## src/rtl/rv32_pkg.sv

```systemverilog
// Shared RV32I definitions: machine width, major opcodes, the canonical NOP,
// the fetch FSM state type and a word-alignment helper.
package rv32_pkg;

    localparam int XLEN = 32;

    localparam logic [6:0] OP_LOAD   = 7'b0000011;
    localparam logic [6:0] OP_STORE  = 7'b0100011;
    localparam logic [6:0] OP_R      = 7'b0110011;
    localparam logic [6:0] OP_BRANCH = 7'b1100011;
    localparam logic [6:0] OP_IMM    = 7'b0010011;
    localparam logic [6:0] OP_JAL    = 7'b1101111;
    localparam logic [6:0] OP_AUIPC  = 7'b0010111;
    localparam logic [6:0] OP_LUI    = 7'b0110111;

    localparam logic [XLEN-1:0] NOP = 32'h0000_0013;

    typedef enum logic {
        FETCH_RUN   = 1'b0,
        FETCH_FLUSH = 1'b1
    } fetch_state_t;

    // Force an address onto a 4-byte boundary.
    function automatic logic [XLEN-1:0] word_align(input logic [XLEN-1:0] a);
        return a & {{(XLEN-2){1'b1}}, 2'b00};
    endfunction

endpackage

```

## src/rtl/fetch_queue.sv

```systemverilog
// Small synchronous FIFO with flush and occupancy count. Push into a full
// queue is honoured only when a pop happens in the same cycle.
module fetch_queue
    import rv32_pkg::*;
#(
    parameter int WIDTH = 32,
    parameter int DEPTH = 2
) (
    input  logic                     clk,
    input  logic                     rst,
    input  logic                     i_flush,
    input  logic                     i_push,
    input  logic [WIDTH-1:0]         i_data,
    input  logic                     i_pop,
    output logic [WIDTH-1:0]         o_data,
    output logic [$clog2(DEPTH):0]   o_count
);

    localparam int AW = $clog2(DEPTH);
    localparam logic [AW:0] FULL = (AW+1)'(DEPTH);

    logic [WIDTH-1:0] r_mem [DEPTH];
    logic [AW-1:0]    r_wr_ptr;
    logic [AW-1:0]    r_rd_ptr;
    logic [AW:0]      r_count;
    logic             w_do_push;
    logic             w_do_pop;

    assign w_do_pop  = i_pop && (r_count != '0);
    assign w_do_push = i_push && ((r_count != FULL) || w_do_pop);

    // Entry storage: plain data, written only on an accepted push.
    always_ff @(posedge clk) begin
        if (w_do_push) begin
            r_mem[r_wr_ptr] <= i_data;
        end
    end

    // Pointers and occupancy; flush takes priority over push and pop.
    always_ff @(posedge clk) begin
        if (rst || i_flush) begin
            r_wr_ptr <= '0;
            r_rd_ptr <= '0;
            r_count  <= '0;
        end else begin
            if (w_do_push) r_wr_ptr <= r_wr_ptr + 1'b1;
            if (w_do_pop)  r_rd_ptr <= r_rd_ptr + 1'b1;
            case ({w_do_push, w_do_pop})
                2'b10:   r_count <= r_count + 1'b1;
                2'b01:   r_count <= r_count - 1'b1;
                default: r_count <= r_count;
            endcase
        end
    end

    assign o_data  = r_mem[r_rd_ptr];
    assign o_count = r_count;

endmodule

```

## src/rtl/fetch_unit.sv

```systemverilog
// RV32I instruction fetch: PC register, credit-limited request issue,
// in-order response buffering and redirect/flush handling.
module fetch_unit
    import rv32_pkg::*;
#(
    parameter logic [31:0] RESET_PC = 32'h0000_0000,
    parameter int          DEPTH    = 2
) (
    input  logic        clk,
    input  logic        rst,
    output logic        imem_req_valid,
    input  logic        imem_req_ready,
    output logic [31:0] imem_req_addr,
    input  logic        imem_resp_valid,
    input  logic [31:0] imem_resp_data,
    input  logic        redirect_valid,
    input  logic [31:0] redirect_pc,
    output logic        dec_valid,
    input  logic        dec_ready,
    output logic [31:0] dec_instr,
    output logic [31:0] dec_pc,
    output logic [6:0]  dec_opcode
);

    localparam int AW = $clog2(DEPTH);
    localparam logic [AW+1:0] CREDIT_MAX = (AW+2)'(DEPTH);
    localparam logic [AW:0]   ONE        = (AW+1)'(1);

    fetch_state_t     r_state;
    logic [XLEN-1:0]  r_pc;
    logic [AW:0]      r_outstanding;
    logic [AW:0]      r_drop;

    logic [AW:0]      w_q_count;
    logic [AW:0]      w_pcf_count;
    logic [63:0]      w_q_head;
    logic [31:0]      w_pcf_head;
    logic [AW+1:0]    w_credit_used;
    logic [AW:0]      w_remaining;
    logic             w_req_fire;
    logic             w_resp_ok;
    logic             w_q_push;
    logic             w_q_pop;
    logic             w_q_nonempty;

    // Requests count against the same budget as buffered instructions so
    // every response is guaranteed a queue slot.
    assign w_credit_used  = {1'b0, r_outstanding} + {1'b0, w_q_count};
    assign imem_req_valid = !rst && (r_state == FETCH_RUN) && !redirect_valid
                            && (w_credit_used < CREDIT_MAX);
    assign imem_req_addr  = r_pc;
    assign w_req_fire     = imem_req_valid && imem_req_ready;

    // A response with nothing outstanding is a protocol error and is ignored.
    assign w_resp_ok   = imem_resp_valid && (r_outstanding != '0);
    assign w_remaining = r_outstanding - {{AW{1'b0}}, w_resp_ok};
    assign w_q_push    = imem_resp_valid && (r_state == FETCH_RUN) && !redirect_valid
                         && (r_drop == '0) && (w_pcf_count != '0);

    assign w_q_nonempty = (w_q_count != '0);
    assign dec_valid    = !rst && w_q_nonempty && !redirect_valid;
    assign w_q_pop      = dec_valid && dec_ready;
    assign dec_instr    = w_q_nonempty ? w_q_head[31:0]  : '0;
    assign dec_pc       = w_q_nonempty ? w_q_head[63:32] : '0;
    assign dec_opcode   = dec_instr[6:0];

    // Fetch control: PC, in-flight count, drop count and RUN/FLUSH state.
    always_ff @(posedge clk) begin
        if (rst) begin
            r_state       <= FETCH_RUN;
            r_pc          <= word_align(RESET_PC);
            r_outstanding <= '0;
            r_drop        <= '0;
        end else begin
            r_outstanding <= r_outstanding + {{AW{1'b0}}, w_req_fire}
                                           - {{AW{1'b0}}, w_resp_ok};
            if (redirect_valid) begin
                r_pc    <= word_align(redirect_pc);
                r_drop  <= w_remaining;
                r_state <= (w_remaining != '0) ? FETCH_FLUSH : FETCH_RUN;
            end else begin
                if (w_req_fire) begin
                    r_pc <= r_pc + 32'd4;
                end
                if ((r_state == FETCH_FLUSH) && w_resp_ok) begin
                    r_drop <= r_drop - ONE;
                    if (r_drop == ONE) begin
                        r_state <= FETCH_RUN;
                    end
                end
            end
        end
    end

    fetch_queue #(
        .WIDTH (32),
        .DEPTH (DEPTH)
    ) u_pc_fifo (
        .clk     (clk),
        .rst     (rst),
        .i_flush (redirect_valid),
        .i_push  (w_req_fire),
        .i_data  (r_pc),
        .i_pop   (w_q_push),
        .o_data  (w_pcf_head),
        .o_count (w_pcf_count)
    );

    fetch_queue #(
        .WIDTH (64),
        .DEPTH (DEPTH)
    ) u_dec_queue (
        .clk     (clk),
        .rst     (rst),
        .i_flush (redirect_valid),
        .i_push  (w_q_push),
        .i_data  ({w_pcf_head, imem_resp_data}),
        .i_pop   (w_q_pop),
        .o_data  (w_q_head),
        .o_count (w_q_count)
    );

endmodule

```

## config.mk

```make
export PLATFORM = sky130hd
export DESIGN_NAME = fetch_unit
export DESIGN_NICKNAME = d
export VERILOG_FILES = /design/src/rtl/rv32_pkg.sv /design/src/rtl/fetch_queue.sv /design/src/rtl/fetch_unit.sv
export SDC_FILE = /design/constraint.sdc
export NUM_CORES = 1
export LEC_CHECK = 0
export ABC_AREA = 1
export BUFFER_PORTS_ARGS = -buffer_cell sky130_fd_sc_hd__buf_2
export CORE_ASPECT_RATIO = 0.6
export CORE_MARGIN = 2
export CORE_UTILIZATION = 40
export DETAILED_ROUTE_END_ITERATION = 10
export SETUP_SLACK_MARGIN = 0.4
export SYNTH_ARGS = -nofsm -noshare
export SYNTH_HDL_FRONTEND = slang
export SYNTH_HIERARCHICAL = 1
export SYNTH_SLANG_ARGS = --single-unit
```

## constraint.sdc

```tcl
create_clock -name clk -period 5.8 [get_ports clk]
set_input_delay 0.29 -clock clk [delete_from_list [all_inputs] [get_ports clk]]
set_output_delay 0.29 -clock clk [all_outputs]
set_load 0.05 [all_outputs]
```

Word level (Yosys, flattened, before mapping)
Memory sizes are Yosys's and may differ from the RTL's. A register that Yosys moved wholly into a read port is not among the register bits.
Cells that the tools add are included.
- bits in registers: 45
- RAM bits: 192
- input port bits: 70
- memories: 2
- $add $sub $neg: 14
- order comparisons: 1
- eq/ne operators: 7
- muxes and demuxes: 20
- bitwise operators: 1
- reduce and logical (&&, ||, !) cells: 34
- memories (name ; words ; bits a word ; read ports ; clocked after Yosys merged registers in ; write ports ; RTL line ; RTL):
    u_dec_queue.r_mem ; 2 ; 64 ; 1 ; 1 ; 1 ; fetch_queue.sv:22 ; logic [WIDTH-1:0] r_mem [DEPTH];
    u_pc_fifo.r_mem ; 2 ; 32 ; 1 ; 1 ; 1 ; fetch_queue.sv:22 ;
- operators with widths (kind ; count):
    $mux 32 ; 4
    $add 32x3->32 const B ; 1
    $reduce_bool 2->1 ; 9
    $logic_and 1x1->1 ; 17
    $mux 1 ; 12
    $pmux 2 s2 ; 2
    $eq 2x1->1 const B ; 3
    $sub 2x1->2 const B ; 3
    $add 1x1->1 const B ; 4
    $add 2x1->2 const B ; 2
    $eq 2x2->1 const B ; 2
    $mux 2 ; 2
    $ne 2x2->1 const B ; 2
    $sub 2x1->2 ; 2
    $add 2x2->3 ; 1
    $logic_or 1x1->1 ; 3
    $lt 3x2->1 const B ; 1
    $add 2x1->2 ; 1
    $logic_not 1->1 ; 2
    $logic_not 2->1 ; 1
    $reduce_and 2->1 ; 1
    $reduce_or 2->1 ; 1
    $not 1->1 ; 1

Logic depth before layout (Yosys ltp)
Gate-level depths: netlist (run 1).
- depth in word-level cells: 10
- gate-level depth with buffers: 14
- gate-level depth less buffers: 13

By module
Netlist (run 1), hierarchy kept.
- by module, submodules not included (module ; times used ; cells an instance ; area an instance (um^2) ; sequential area each (um^2)):
    fetch_queue at u_dec_queue ; 1 ; 238 ; 4908.5 ; 3943.8
    fetch_unit ; 1 ; 571 ; 3226.8 ; 700.7
    fetch_queue at u_pc_fifo ; 1 ; 139 ; 2601.2 ; 2021.9

Worst setup path before layout (run 1)
Ideal clock, no wire load.
- path kind: register to register
- from: register u_dec_queue.r_count[1], in the netlist u_dec_queue/o_count[1]
- to: memory u_dec_queue.r_mem[1][0], enable pin
- library setup time: 488 ps
- data arrival time: 4961 ps
- slack: 351 ps
- stages on the path, launching flop included: 8
- buffers on the path: 0
- period minus slack after synthesis: 5449 ps
- cell sequence: dfxtp_1 -> nor2_1 -> nor3_1 -> and2_1 -> inv_1 -> nand3_1 -> nand2_1 -> nor2_1
- cells in the longest elaborated chain, start to end: 9
- RTL lines (element ; RTL line ; RTL):
    start: declaration ; fetch_queue.sv:25 ; logic [AW:0] r_count;
    start signal: assignment ; fetch_queue.sv:49 ; 2'b10: r_count <= r_count + 1'b1;
    start signal: assignment ; fetch_queue.sv:50 ; 2'b01: r_count <= r_count - 1'b1;
    start signal: assignment ; fetch_queue.sv:51 ; default: r_count <= r_count;
    $reduce_bool 2->1 ; fetch_unit.sv:60 ; assign w_q_nonempty = (w_q_count != '0);
    $logic_and 1x1->1 (2 in series) ; fetch_unit.sv:61 ; assign dec_valid = !rst && w_q_nonempty && !redirect_valid;
    named net dec_valid ; fetch_unit.sv:18 ; output logic dec_valid,
    $logic_and 1x1->1 ; fetch_unit.sv:62 ; assign w_q_pop = dec_valid && dec_ready;
    named net w_q_pop ; fetch_unit.sv:43 ; logic w_q_pop;
    $logic_and 1x1->1 ; fetch_queue.sv:29 ; assign w_do_pop = i_pop && (r_count != '0);
    $logic_or 1x1->1 ; fetch_queue.sv:30 ; assign w_do_push = i_push && ((r_count != FULL) || w_do_pop);
    $logic_and 1x1->1 ; fetch_queue.sv:30 ;
    $mux 1 ; fetch_queue.sv:34 ; if (w_do_push) begin
    $mux 1 (implied by the code) ; fetch_queue.sv:35 ; r_mem[r_wr_ptr] <= i_data;
    end: declaration ; fetch_queue.sv:22 ;
The timed path passes the listed nets, and every way through them passes these cells.

Worst setup path after layout (run 1)
- from: register u_dec_queue.r_count[0], in the netlist u_dec_queue/o_count[0]
- to: memory u_pc_fifo.r_mem[2][24], in the netlist u_pc_fifo/r_mem[1][24], enable pin
- cells in the longest elaborated chain, start to end: 7
- RTL lines (element ; RTL line ; RTL):
    $add 2x2->3 ; fetch_unit.sv:48 ; assign w_credit_used = {1'b0, r_outstanding} + {1'b0, w_q_count};
    $lt 3x2->1 ; fetch_unit.sv:50 ; && (w_credit_used < CREDIT_MAX);
    $logic_and 1x1->1 ; fetch_unit.sv:50 ;
    $logic_and 1x1->1 ; fetch_unit.sv:52 ; assign w_req_fire = imem_req_valid && imem_req_ready;
    $logic_and 1x1->1 ; fetch_queue.sv:30 ;
    $mux 1 ; fetch_queue.sv:34 ;
    $mux 1 (implied by the code) ; fetch_queue.sv:35 ;
    end: declaration ; fetch_queue.sv:22 ;
No other way between the ends.

==> run_results.csv, run 1 <==
group,metric,value,unit
layout,post-route-util,49.1,%
route,via_count,7094,
logic_synthesis,ys_seq_elements,237,
logic_synthesis,yosysSeqAreaShare,62.1,%
power,peakVddDrop,179,uV
cts,clkSinkCount,237,
setup_path,worstPathMaxFanout,33,
global_routing,antenna_found_initial,0,
place,io_buffers,170,
floorplan,die_y,131,um
place,place_area,11800,um2
cts,cts_setup_buffers,0,
layout,n_antenna_cell,0,
setup_path,crit_required,5.94,ns
floorplan,die_w,216,um
sta,setup_viol,0,
setup_path,start_kind,"flop",
logic_synthesis,synth_cell_types,39,
layout,stdcell_area,13000,um2
place,gp_congestion,0.849,
sta,relSlewSlack,25.6,%
power,p_per_area,302,nW/um2
cts,cts_root_buffer,"clkbuf_16",
min_path,hp-class,"in -> reg",
cts,clk_path_buf_depth,3,
sta,hold_viol,0,
sta,clock.fmax,302,MHz
layout,syn_to_final_growth,20.8,%
route,vias_per_cell,4.66,
logic_synthesis,synth_ff_type,"edfxtp_1",
layout,drive_gt1_share,30.2,%
cts,cts_resized,0,
sta,period_minus_slack,3.31,ns
layout,nNetsFinal,1224,
sta,fin_hold_ws,0.0410,ns
run,maxCapViolCount,0,
route,drtAntennaViolNets,0,
floorplan,core_area,26400,um2
floorplan,pin_count,175,
sta,rsz0062_at_grt,"false",
route,routed_wl,23900,um
floorplan,row_count,46,
setup_path,critPathCaptureType,"flop",
logic_synthesis,async_flop_share,0,%
place,dpl.hpwl,15200,um
setup_path,critPathKind,"reg -> reg",
sta,maxSlewViolCount,0,
logic_synthesis,synth.avg_cell_area,11.3,um2
logic_synthesis,yosysWarnings,6,
layout,layout_common_cells,"edfxtp_1 (192), buf_2 (170), inv_1 (140)",
logic_synthesis,synthCells,948,
logic_synthesis,synth_edf_count,192,
power,p_leak,5.23,nW
sta,setup_tns,0,ns
floorplan,die_area,28200,um2
cts,cts_tree,"yes",
sta,worstMarginPinSlew,1.11,ns
run_status,outcome,"finished, final reports clean",
global_routing,grt_pass1_vias,6668,
layout,final_common_cell,"edfxtp_1",
global_routing,grt_max_degree,66,
layout,fill_cells,2409,
logic_synthesis,synth_area,10700,um2
route,detail_route.wl_per_cell,15.7,um
sta,finClkSkew,0.00771,ns
cts,clk_pin_slew,0.07,ns
cts,clkLatencyLatePin,0.52,ns
cts,numCtsBuffers,23,
global_routing,grt_remaining_overflow,0,
route,drc,0,
route,dr.first_iter.drc_count,483,
sta,fin_crit_sh,57.1,%
global_routing,grt_usage,17.0,%
power,finalPower,3.91,mW
global_routing,grt_pass1_wl,37300,um
cts,htreeDepth,1,
route,dr.pass1.iters,5,
floorplan,start_util,40.6,%
setup_path,critPathArrivalTime,3.45,ns
-- final cells by class --
cell class / instances / area, um2 / area share, %
clock inverters: 14 / 205 / 1.58
clock buffers: 27 / 601 / 4.63
repair buffers: 208 / 1220 / 9.38
flip-flops and latches: 237 / 6670 / 51.4
well taps: 360 / 450 / 3.47
multi-input cells: 533 / 3280 / 25.3
inverters: 144 / 541 / 4.17
-- metrics by stage --
| stage | std cells | setup slack, ns |
|---|---|---|
| 2_1_floorplan | 953 | 1.42 |
| 3_3_place_gp | 1450 | 2.46 |
| 3_5_place_dp | 1450 | 2.47 |
| 4_1_cts | 1523 | 2.45 |
| 5_1_grt | 1523 | 2.26 |
| 6_report | 1523 | 2.49 |
-- cell usage after synthesis, types with 2 or more instances --
cell type / number / share of area (%)
nor2_1: 114 / 4.0
a31oi_1: 8 / 0.47
edfxtp_1: 192 / 54
mux2_2: 94 / 9.9
and2_1: 3 / 0.17
inv_2: 4 / 0.14
nor2_4: 7 / 0.73
ha_1: 6 / 0.70
a21oi_2: 4 / 0.33
nor3_1: 4 / 0.19
a21oi_1: 33 / 1.5
nor2_2: 4 / 0.23
nand2_2: 3 / 0.17
buf_6: 11 / 1.2
nor2_8: 3 / 0.56
buf_4: 11 / 0.77
nand2_1: 139 / 4.9
nand3_1: 42 / 2.0
o21ai_0: 36 / 1.7
xor2_1: 5 / 0.41
nand2_4: 3 / 0.31
clkbuf_1: 13 / 0.45
o21ai_2: 2 / 0.16
nand3_2: 4 / 0.37
inv_1: 140 / 4.9
nand4_1: 3 / 0.17
mux2_4: 2 / 0.28
dfxtp_1: 45 / 8.4
clkbuf_8: 3 / 0.38
-- sequential cells by signal, summed over array words and instances (netlist names), named ones only --
signal                count
imem_req_addr            30
r_drop                    2
r_outstanding             2
r_state                   1
u_dec_queue/o_count       2
u_dec_queue/r_mem       128
u_dec_queue/r_rd_ptr      1
u_dec_queue/r_wr_ptr      1
u_pc_fifo/o_count         2
u_pc_fifo/r_mem          64
u_pc_fifo/r_rd_ptr        1
u_pc_fifo/r_wr_ptr        1
-- cells by family after synthesis --
| logic type | share of synthesized area [%] |
|---|---|
| fa+ha+maj | 0.886 |
| mux | 10.1 |
| buf+inv | 7.84 |
| flops | 62.1 |
| other cells | 0.0349 |
| simple gates | 14.3 |
| compound gates | 4.24 |
| xor+xnor | 0.489 |
-- power breakdown --
group / internal, mW / leakage (nW) / switching (mW)
Clock: 0.966 / 0.389 / 0.642
Sequential: 1.90 / 2.11 / 0.0560
Combinational: 0.119 / 2.72 / 0.229
Total: 2.99 / 5.23 / 0.927
-- critical path, stage by stage (launching register included) --
cell and delay [ns]:
dfxtp_1 0.51, nand2_1 0.08, inv_1 0.07, fa_1 0.44, nor2_4 0.15, nand3_4 0.12, nor2_8 0.41, nand2_1 0.24
nor2_4 0.89
-- metal layers --
layer	GRT usage [%]	vias to the layer above	share of wire (%)
met5	0	-	0
met4	3.08	0	1.5
met3	3.52	28	5.4
met2	25.8	176	42
met1	25.5	3341	51
li1	-	3549	-
-- worst paths after layout --
path                           from                      to  slack, ns  cells past startpoint
max reg2reg  u_dec_queue/o_count[0]  u_pc_fifo/r_mem[1][24]       2.49                      8
max          u_dec_queue/o_count[0]  u_pc_fifo/r_mem[1][24]       2.49                      8
min                  redirect_pc[6]        imem_req_addr[6]       0.04                      3
min reg2reg    u_dec_queue/r_rd_ptr                    flop       0.47                      2
-- what timing repair did --
action	CTS	global route
hold endpoints to repair	64	0
hold buffers	32	0
endpoints found under the setup margin	0	0
Power figures use the tool's default switching activity.
==> inputs of run 2 (changes only) <==
Clock period 5.8 ns to 3.43 ns, I/O delays scaled along.
==> run 2 against run 1 <==
Design area increased by 1.1%. First-iteration DRC count decreased by 14%. Sequential share of layout area decreased by 0.51 points. Clock skew increased by 0.011 ns. Hold slack got worse by 0.032 ns. Flip-flop and latch count unchanged. Power increased by 63%. Non-clock buffer count increased by 16. Clock power increased by 51%. Global-route usage increased by 0.17 points. Critical endpoint is now dec_pc[29]. Combinational power increased by 77%. Critical path type is now reg -> out.
==> run_results.csv, run 2 (same netlist as run 1, synthesis figures left out) <==
group,metric,value,unit
global_routing,grt_max_degree,65,
cts,htreeDepth,1,
layout,layout_common_cells,"edfxtp_1 (192), buf_2 (170), inv_1 (140)",
floorplan,pin_count,175,
cts,cts_root_buffer,"clkbuf_16",
floorplan,die_y,131,um
cts,cts_resized,0,
place,pre_cts_slack,1.00,ns
setup_path,start_kind,"flop",
place,io_buffers,170,
setup_path,crit_required,3.26,ns
global_routing,grt_pass1_vias,6782,
sta,relSlewSlack,34.1,%
place,dpl.hpwl,15200,um
cts,clk_pin_slew,0.06,ns
route,routed_wl,24100,um
sta,fin_crit_sh,73.6,%
sta,setup_tns,0,ns
sta,hold_viol,0,
route,dr.first_iter.drc_count,415,
route,vias_per_cell,4.70,
power,p_leak,5.27,nW
route,drc,0,
setup_path,critPathCaptureType,"output port",
cts,clkLatencyLatePin,0.53,ns
layout,drive_gt1_share,29.7,%
min_path,hp-class,"in -> reg",
cts,cts_setup_buffers,0,
layout,nNetsFinal,1241,
cts,cts_tree,"yes",
global_routing,grt_pass1_wl,37800,um
run_status,outcome,"finished, final reports clean",
run,maxCapViolCount,0,
setup_path,critPathArrivalTime,2.35,ns
cts,cts_hold_buf,46,
sta,clock.fmax,396,MHz
cts,clk_path_buf_depth,3,
place,gp_congestion,0.849,
route,detail_route.wl_per_cell,15.7,um
layout,final_common_cell,"edfxtp_1",
sta,rsz0062_at_grt,"false",
power,peakVddDrop,325,uV
cts,numCtsBuffers,24,
layout,syn_to_final_growth,22.0,%
power,finalPower,6.36,mW
sta,setup_viol,0,
floorplan,die_area,28200,um2
route,dr.pass1.iters,4,
floorplan,start_util,40.6,%
global_routing,grt_usage,17.2,%
global_routing,grt_remaining_overflow,0,
layout,regMostFlops,"u_dec_queue/r_mem",
setup_path,worstPathMaxFanout,64,
power,p_per_area,485,nW/um2
floorplan,core_area,26400,um2
global_routing,antenna_found_initial,0,
setup_path,critPathKind,"reg -> out",
sta,worstMarginPinSlew,0.989,ns
layout,largest_reg_flops,128,
sta,period_minus_slack,2.52,ns
route,drtAntennaViolNets,0,
floorplan,die_w,216,um
sta,fin_ws,0.906,ns
layout,n_antenna_cell,0,
sta,maxSlewViolCount,0,
sta,finClkSkew,0.0182,ns
cts,clkSinkCount,237,
floorplan,row_count,46,
sta,fin_hold_ws,0.00933,ns
route,via_count,7227,
run 2: final cells by class:
class,count,area (um2)
clock inverter,7,58.8
multi-input combinational,533,3300
sequential,237,6670
tap,360,450
inverter,144,541
clock buffer,33,656
fill,2439,13300
timing repair buffer,224,1420
run 2: path summary, 6_finish.rpt:
check	startpoint	endpoint	slack [ns]	cells past startpoint
setup / recovery	flop	dec_pc[29]	0.91	4
hold / removal	redirect_pc[11]	imem_req_addr[11]	0.009	5
setup reg to reg	u_dec_queue/o_count[0]	u_pc_fifo/o_count[1]	1.01	14
hold reg to reg	u_dec_queue/r_rd_ptr	flop	0.47	2
run 2: per-stage QoR:
step	instances	utilization (%)	instance area, um2
3_5_place_dp	1452	45.2	11900
4_1_cts	1538	49.6	13100
5_1_grt	1538	49.6	13100
2_1_floorplan	953	-	10800
3_3_place_gp	1452	45.2	11900
6_report	1538	49.6	13100
run 2: critical path, cell delays in order (launching register included):
cell and delay, ns:
dfxtp_4 0.93, mux2_2 0.44, inv_1 0.06, nor2_1 0.04
buf_2 0.24
run 2: metal layers:
layer / up-vias / wire [um] / track usage [%]
li1: 3590 / - / -
met1: 3428 / 12100 / 26.0
met2: 183 / 10200 / 25.9
met3: 26 / 1520 / 3.56
met4: 0 / 275 / 2.72
met5: - / 0 / 0
run 2: where the power goes:
| part | total [mW] | switching [mW] | internal [mW] |
|---|---|---|---|
| registers | 3.31 | 0.0952 | 3.21 |
| logic | 0.617 | 0.396 | 0.221 |
| clock network | 2.43 | 1.03 | 1.40 |
